==> config.mk <==
export PLATFORM = sky130hd
export DESIGN_NAME = trigger_router
export DESIGN_NICKNAME = d
export VERILOG_FILES = /design/src/rtl/trigger_pkg.sv /design/src/rtl/trigger_router_dst.sv /design/src/rtl/trigger_router.sv
export SDC_FILE = /design/constraint.sdc
export NUM_CORES = 1
export LEC_CHECK = 0
export ABC_AREA = 0
export CORE_UTILIZATION = 55
export DETAILED_ROUTE_END_ITERATION = 16
export PLACE_DENSITY = 0.77
export REMOVE_ABC_BUFFERS = 1
export SKIP_LAST_GASP = 1
export SLEW_MARGIN = 30
export SYNTH_ARGS = -nofsm -noshare
export SYNTH_HDL_FRONTEND = slang
export SYNTH_SLANG_ARGS = --single-unit
export TNS_END_PERCENT = 50
==> constraint.sdc <==
create_clock -name clk -period 6.3 [get_ports clk]
set_clock_uncertainty 0.2 [all_clocks]
set_input_delay 1.26 -clock clk [delete_from_list [all_inputs] [get_ports clk]]
set_output_delay 1.26 -clock clk [all_outputs]
set_load 0.05 [all_outputs]
==> src/rtl/trigger_pkg.sv <==
// Shared trigger command encoding and the single-command priority resolver
// used by the trigger routing logic.
package trigger_pkg;

   localparam int CMD_W = 5;
   localparam int SYN   = 0;
   localparam int TRG   = 1;
   localparam int RSR   = 2;
   localparam int RST   = 3;
   localparam int CAL   = 4;

   // One-hot of the highest-priority command: RST > RSR > CAL > TRG > SYN.
   function automatic logic [CMD_W-1:0] resolve_cmd(input logic [CMD_W-1:0] raw);
      resolve_cmd = '0;
      if (raw[RST])      resolve_cmd[RST] = 1'b1;
      else if (raw[RSR]) resolve_cmd[RSR] = 1'b1;
      else if (raw[CAL]) resolve_cmd[CAL] = 1'b1;
      else if (raw[TRG]) resolve_cmd[TRG] = 1'b1;
      else if (raw[SYN]) resolve_cmd[SYN] = 1'b1;
   endfunction

   function automatic logic [2:0] cmd_popcount(input logic [CMD_W-1:0] raw);
      cmd_popcount = '0;
      for (int i = 0; i < CMD_W; i++) begin
         cmd_popcount = cmd_popcount + 3'(raw[i]);
      end
   endfunction

endpackage

==> src/rtl/trigger_router_dst.sv <==
// One trigger sink: priority resolve, TRG deadtime, registered command output
// and saturating accepted/dropped counters. State advances only on sync.
module trigger_router_dst
   import trigger_pkg::*;
#(
   parameter int DT_W  = 8,
   parameter int CNT_W = 32
) (
   input  logic             clk,
   input  logic             reset,
   input  logic             sync,
   input  logic [CMD_W-1:0] raw,
   input  logic [DT_W-1:0]  deadtime,
   input  logic             cnt_clear,
   output logic [CMD_W-1:0] dst,
   output logic [CNT_W-1:0] cnt_trg,
   output logic [CNT_W-1:0] cnt_drop
);

   localparam int SUM_W = CNT_W + 1;

   logic [CMD_W-1:0] win;
   logic [CMD_W-1:0] cmd_nxt;
   logic             trg_block;
   logic             trg_inc;
   logic [2:0]       drop_inc;
   logic [DT_W-1:0]  dt;
   logic [DT_W-1:0]  dt_nxt;
   logic [SUM_W-1:0] trg_sum;
   logic [SUM_W-1:0] drop_sum;
   logic [CNT_W-1:0] trg_sat;
   logic [CNT_W-1:0] drop_sat;

   always_comb begin
      win       = resolve_cmd(raw);
      trg_block = win[TRG] && (dt != '0);
      trg_inc   = win[TRG] && !trg_block;
      // A blocked TRG leaves the slot empty; lower-priority SYN is not promoted.
      cmd_nxt   = trg_block ? '0 : win;
      drop_inc  = (raw != '0) ? (cmd_popcount(raw) - 3'd1) : 3'd0;
      drop_inc  = drop_inc + 3'(trg_block);

      dt_nxt = dt;
      if (win[RST] || win[RSR]) dt_nxt = '0;
      else if (trg_inc)         dt_nxt = deadtime;
      else if (dt != '0)        dt_nxt = dt - 1'b1;

      trg_sum  = {1'b0, cnt_trg}  + SUM_W'(trg_inc);
      drop_sum = {1'b0, cnt_drop} + SUM_W'(drop_inc);
      trg_sat  = trg_sum[CNT_W]  ? '1 : trg_sum[CNT_W-1:0];
      drop_sat = drop_sum[CNT_W] ? '1 : drop_sum[CNT_W-1:0];
   end

   always_ff @(posedge clk) begin
      if (!reset) begin
         dst      <= '0;
         dt       <= '0;
         cnt_trg  <= '0;
         cnt_drop <= '0;
      end else begin
         if (sync) begin
            dst <= cmd_nxt;
            dt  <= dt_nxt;
         end
         if (cnt_clear) begin
            cnt_trg  <= '0;
            cnt_drop <= '0;
         end else if (sync) begin
            cnt_trg  <= trg_sat;
            cnt_drop <= drop_sat;
         end
      end
   end

endmodule

==> src/rtl/trigger_router.sv <==
// Routes NSRC trigger sources to NDST sinks through a loadable routing matrix,
// with per-sink resolve/deadtime and a counter readout mux.
module trigger_router
   import trigger_pkg::*;
#(
   parameter int  NSRC  = 5,
   parameter int  NDST  = 3,
   parameter int  DT_W  = 8,
   parameter int  CNT_W = 32,
   localparam int IDX_W = (NDST > 1) ? $clog2(NDST) : 1
) (
   input  logic                   clk,
   input  logic                   reset,
   input  logic                   sync,
   input  logic [NSRC*CMD_W-1:0]  src_data,
   input  logic [NDST*NSRC-1:0]   sel,
   input  logic                   sel_load,
   input  logic [DT_W-1:0]        deadtime,
   input  logic                   cnt_clear,
   input  logic [IDX_W-1:0]       cnt_idx,
   output logic [NDST*CMD_W-1:0]  dst_data,
   output logic [CNT_W-1:0]       cnt_trg,
   output logic [CNT_W-1:0]       cnt_drop
);

   logic [NDST*NSRC-1:0] sel_act;
   logic [CMD_W-1:0]     raw     [NDST];
   logic [CNT_W-1:0]     trg_arr [NDST];
   logic [CNT_W-1:0]     drop_arr[NDST];

   // Loading is not gated by sync; a load coinciding with a slot edge
   // only affects the following slot since raw uses the pre-load matrix.
   always_ff @(posedge clk) begin
      if (!reset)        sel_act <= '0;
      else if (sel_load) sel_act <= sel;
   end

   always_comb begin
      for (int d = 0; d < NDST; d++) begin
         raw[d] = '0;
         for (int s = 0; s < NSRC; s++) begin
            raw[d] = raw[d] | (src_data[s*CMD_W +: CMD_W] & {CMD_W{sel_act[d*NSRC+s]}});
         end
      end
   end

   for (genvar g = 0; g < NDST; g++) begin : g_dst
      trigger_router_dst #(
         .DT_W  (DT_W),
         .CNT_W (CNT_W)
      ) u_dst (
         .clk       (clk),
         .reset     (reset),
         .sync      (sync),
         .raw       (raw[g]),
         .deadtime  (deadtime),
         .cnt_clear (cnt_clear),
         .dst       (dst_data[g*CMD_W +: CMD_W]),
         .cnt_trg   (trg_arr[g]),
         .cnt_drop  (drop_arr[g])
      );
   end

   always_comb begin
      cnt_trg  = '0;
      cnt_drop = '0;
      for (int d = 0; d < NDST; d++) begin
         if (cnt_idx == IDX_W'(d)) begin
            cnt_trg  = trg_arr[d];
            cnt_drop = drop_arr[d];
         end
      end
   end

endmodule

==> summary.md <==
| Metric | Value |
|---|---|
| Data required, critical path | 6.56 ns |
| Clock buffer count from CTS | 27 |
| Met3 usage | 3.69% |
| Row cnt | 58 |
| Die Span Y | 164 um |
| Worst skew pair latency | 0.54 ns |
| Combinational family with the most area after synthesis | simple AND/OR/NAND/NOR gates |
| Setup TNS | 0 ns |
| DRT iter0 DRCs | 1187 |
| Max Clock Freq | 176 MHz |
| Sequential Power Share | 39.1% |
| DR WL/cell | 18.0 um |
| Biggest area consumer among synthesized cells | dfxtp_1 |
| Largest net degree at the start of global routing | 121 |
| Min-Delay Path Class | flop to flop |
| RSZ-0062 raised after global routing | no |
| Placed insts | 2131 |
| Yosys top cell area share | 34.2% |
| Multiplexer share of the synthesized area | 6.22% |
| Setup slack after layout | 0.619 ns |
| Ys Warns | 0 |
| Layout cell share with drive strength beyond 1 | 6.97% |
| Final min period | 5.68 ns |
| CTS Buffer Depth | 3 |
| Pwr/cell area | 252 nW/um2 |
| Global Route met2 Usage | 49.0% |
| Hold Violations, Final | 0 |
| I/O pin cnt | 134 |
| Core Box Area | 25400 um2 |
| Critical Path Max Stage Delay | 0.46 ns |
| Routability Congestion | 0.931 |
| M1 GR Usage | 39.1% |
| Complex-gate fraction of the synthesized area | 17.7% |
| CTS Sinks | 246 |
| CTS H-Tree Depth | 1 |
| Initial Utilization | 56.6% |
| Crit-path slowest cell | clkdlybuf4s50_1 |
| Area Growth Syn to Fin | 17.5% |
| Die width | 164 um |
| Crit start category | primary input |
| CTS resizes | 0 |
| Critical path type | primary input to flop |
| Sequential area share after synthesis | 34.2% |
| Routed wire length | 39.2 mm |
| Combinational Power Share | 22.3% |
| XOR/XNOR Fraction of Synth Area | 9.01% |
| Worst-path fanout max | 19 |
| Clock Power Share | 38.6% |
| Sw frac | 30.3% |
| Status | complete, no violations |
| Post-route core utilization | 66.5% |
| Post-synthesis simple-gate area fraction | 23.9% |
| Cells after synthesis | 1730 |
| First-pass GRT wire length | 64.3 mm |
| Synth Register Bits | 246 |
| Die Footprint | 26800 um2 |
| Final Max Tran Viols | 0 |
| EDFF count, synth | 0 |
| Crit end category | flop |
| Start point of the critical path | src_data[21] |
| Fin nets | 1933 |
| DRC | 0 |
| Worst Max-Slew Pin Slew | 0.857 ns |
| Rel. slew slack | 42.7% |
| Most frequent cells after synthesis | dfxtp_1, nand2_1, a21oi_1 |
| Area of the mapped netlist | 14400 um2 |
| Top post-synthesis cells by area | dfxtp_1, mux2i_1, a21oi_1, xor2_1, nand2_1 |
| TritonCTS clock tree | yes |
| Total number of vias | 13567 |
| Port bufs | 133 |
| Tot Pwr | 4.26 mW |
| DR vias/cell | 6.22 |
| Worst slack, placed | 0.0975 ns |
| Static leakage power | 6.11 nW |
| Min-delay src | g_dst[1].u_dst.dst[0] |
| Fin cells | 2181 |
| CTS root buf | clkbuf_16 |
| Gr usage total | 29.2% |
| Syn avg cell area | 8.31 um2 |
| Hold_buf cts | 0 |
| Data arrival time of the critical path | 5.94 ns |
| Total of max-cap violations | 0 |
| Adder-Cell Fraction of Synth Area | 4.65% |
| Gr busiest metal | met2 |
| Hpwl dp | 27.4 mm |
| Number of global-route vias before repair | 12885 |
| Routed Antenna Nets | 0 |
| 1st-pass router iterations | 8 |
| Initial antenna violation count | 0 |
| Peak supply drop | 0.000251 V |
| Async SR Flop Fraction | 0% |
| Number of antenna cells inserted | 0 |
| FF-to-FF Start | sel_act[14] |
| Clock transition at path regs | 0.06 ns |
| Post-CTS setup buffer count | 0 |
| Netlist cell types | 85 |
| Most frequent cell after synthesis | dfxtp_1 |
| Pint | 2.97 mW |
| Critical path, cell by cell | clkdlybuf4s50_1, a222oi_1, and3_1, ha_1, ha_1, fa_1, inv_1, fa_1, a21boi_0, ha_1, inv_1, fa_1, nand2b_1, a2111oi_2, buf_4, nand2_1, buf_4, a21oi_1 |
| Remaining Overflow, GRT | 0 |
| Setup violators final | 0 |
| Switching Power | 1.29 mW |
| Period utilization | 90.2% |
| Ys flop type | dfxtp_1 |
metrics by stage:
step           cell area [um2]  hold WS (ns)
2_1_floorplan            14000         0.248
3_3_place_gp             16000         0.243
3_5_place_dp             16000         0.244
4_1_cts                  16900         0.262
5_1_grt                  16900         0.279
6_report                 16900         0.265
routing by layer:
metal,share of wire (%),vias up
li1,-,6519
met1,44,6429
met2,48,536
met3,6.4,83
met4,2.3,0
met5,0,-
layout by cell type (no fill, tap or decap), types with 9 or more instances in the layout:
cell type        Yosys  layout
dfxtp_1            246     246
nand2_1            203     203
a21oi_1            167     167
clkdlybuf4s50_1      0     130
o21ai_0             97      97
xor2_1              88      88
mux2i_1             86      86
nor2_1              83      81
nand3_1             62      62
xnor2_1             60      60
nand4_1             59      59
inv_1               58      58
nor3_1              50      50
and3_1              45      45
ha_1                39      39
a31oi_1             33      33
buf_4                3      32
and4_1              29      29
clkbuf_16            0      27
nor4_1              21      21
a22oi_1             12      12
and2_1              12      12
a222oi_1            10      10
fa_1                 9       9
worst paths after layout:
| kind | endpoint | slack [ns] | depth (start not counted) |
|---|---|---|---|
| min reg2reg | g_dst[1].u_dst.dst[0] | 0.27 | 2 |
| max reg2reg | g_dst[2].u_dst.cnt_drop[14] | 1.44 | 17 |
| max | g_dst[2].u_dst.cnt_drop[14] | 0.62 | 18 |
| min | g_dst[1].u_dst.dst[0] | 0.27 | 2 |
sequential cells by signal (all words and copies together) (netlist names):
register / count
g_dst.u_dst.cnt_drop: 96
g_dst.u_dst.dst: 15
g_dst.u_dst.dt: 24
sel_act: 15
g_dst.u_dst.cnt_trg: 96
final cells by class:
class,count,area (um2)
repair buffers,164,1570
flip-flops and latches,246,4920
clock buffers,39,781
well taps,330,413
multi-input cells,1332,8860
inverters,59,221
clock inverters,11,139
fillers,2105,8500
kinds of logic after synthesis:
group	after synthesis
flip-flops	246
adder cells (fa/ha/maj)	48
AND/OR/NAND/NOR	635
XOR/XNOR	148
buffers and inverters	152
AO/OA/AOI/OAI	412
multiplexers	89
power by group through the flow:
| stage | Combinational (mW) | Sequential [mW] | Clock (mW) |
|---|---|---|---|
| 2_1_floorplan | 0.637 | 1.70 | 0 |
| 3_3_place_gp | 0.903 | 1.70 | 0 |
| 3_5_place_dp | 0.926 | 1.70 | 0 |
| 4_1_cts | 0.941 | 1.66 | 1.66 |
| 5_1_grt | 1.06 | 1.67 | 1.73 |
| 6_report | 0.950 | 1.67 | 1.64 |
worst max-delay path: cells and delay by family:
family          cells  cell delay (ns)
buf+inv             5             1.06
compound gates      4             1.02
simple gates        3             0.54
fa+ha+maj           6             2.05
No activity file was read; power rests on OpenSTA's default activity.
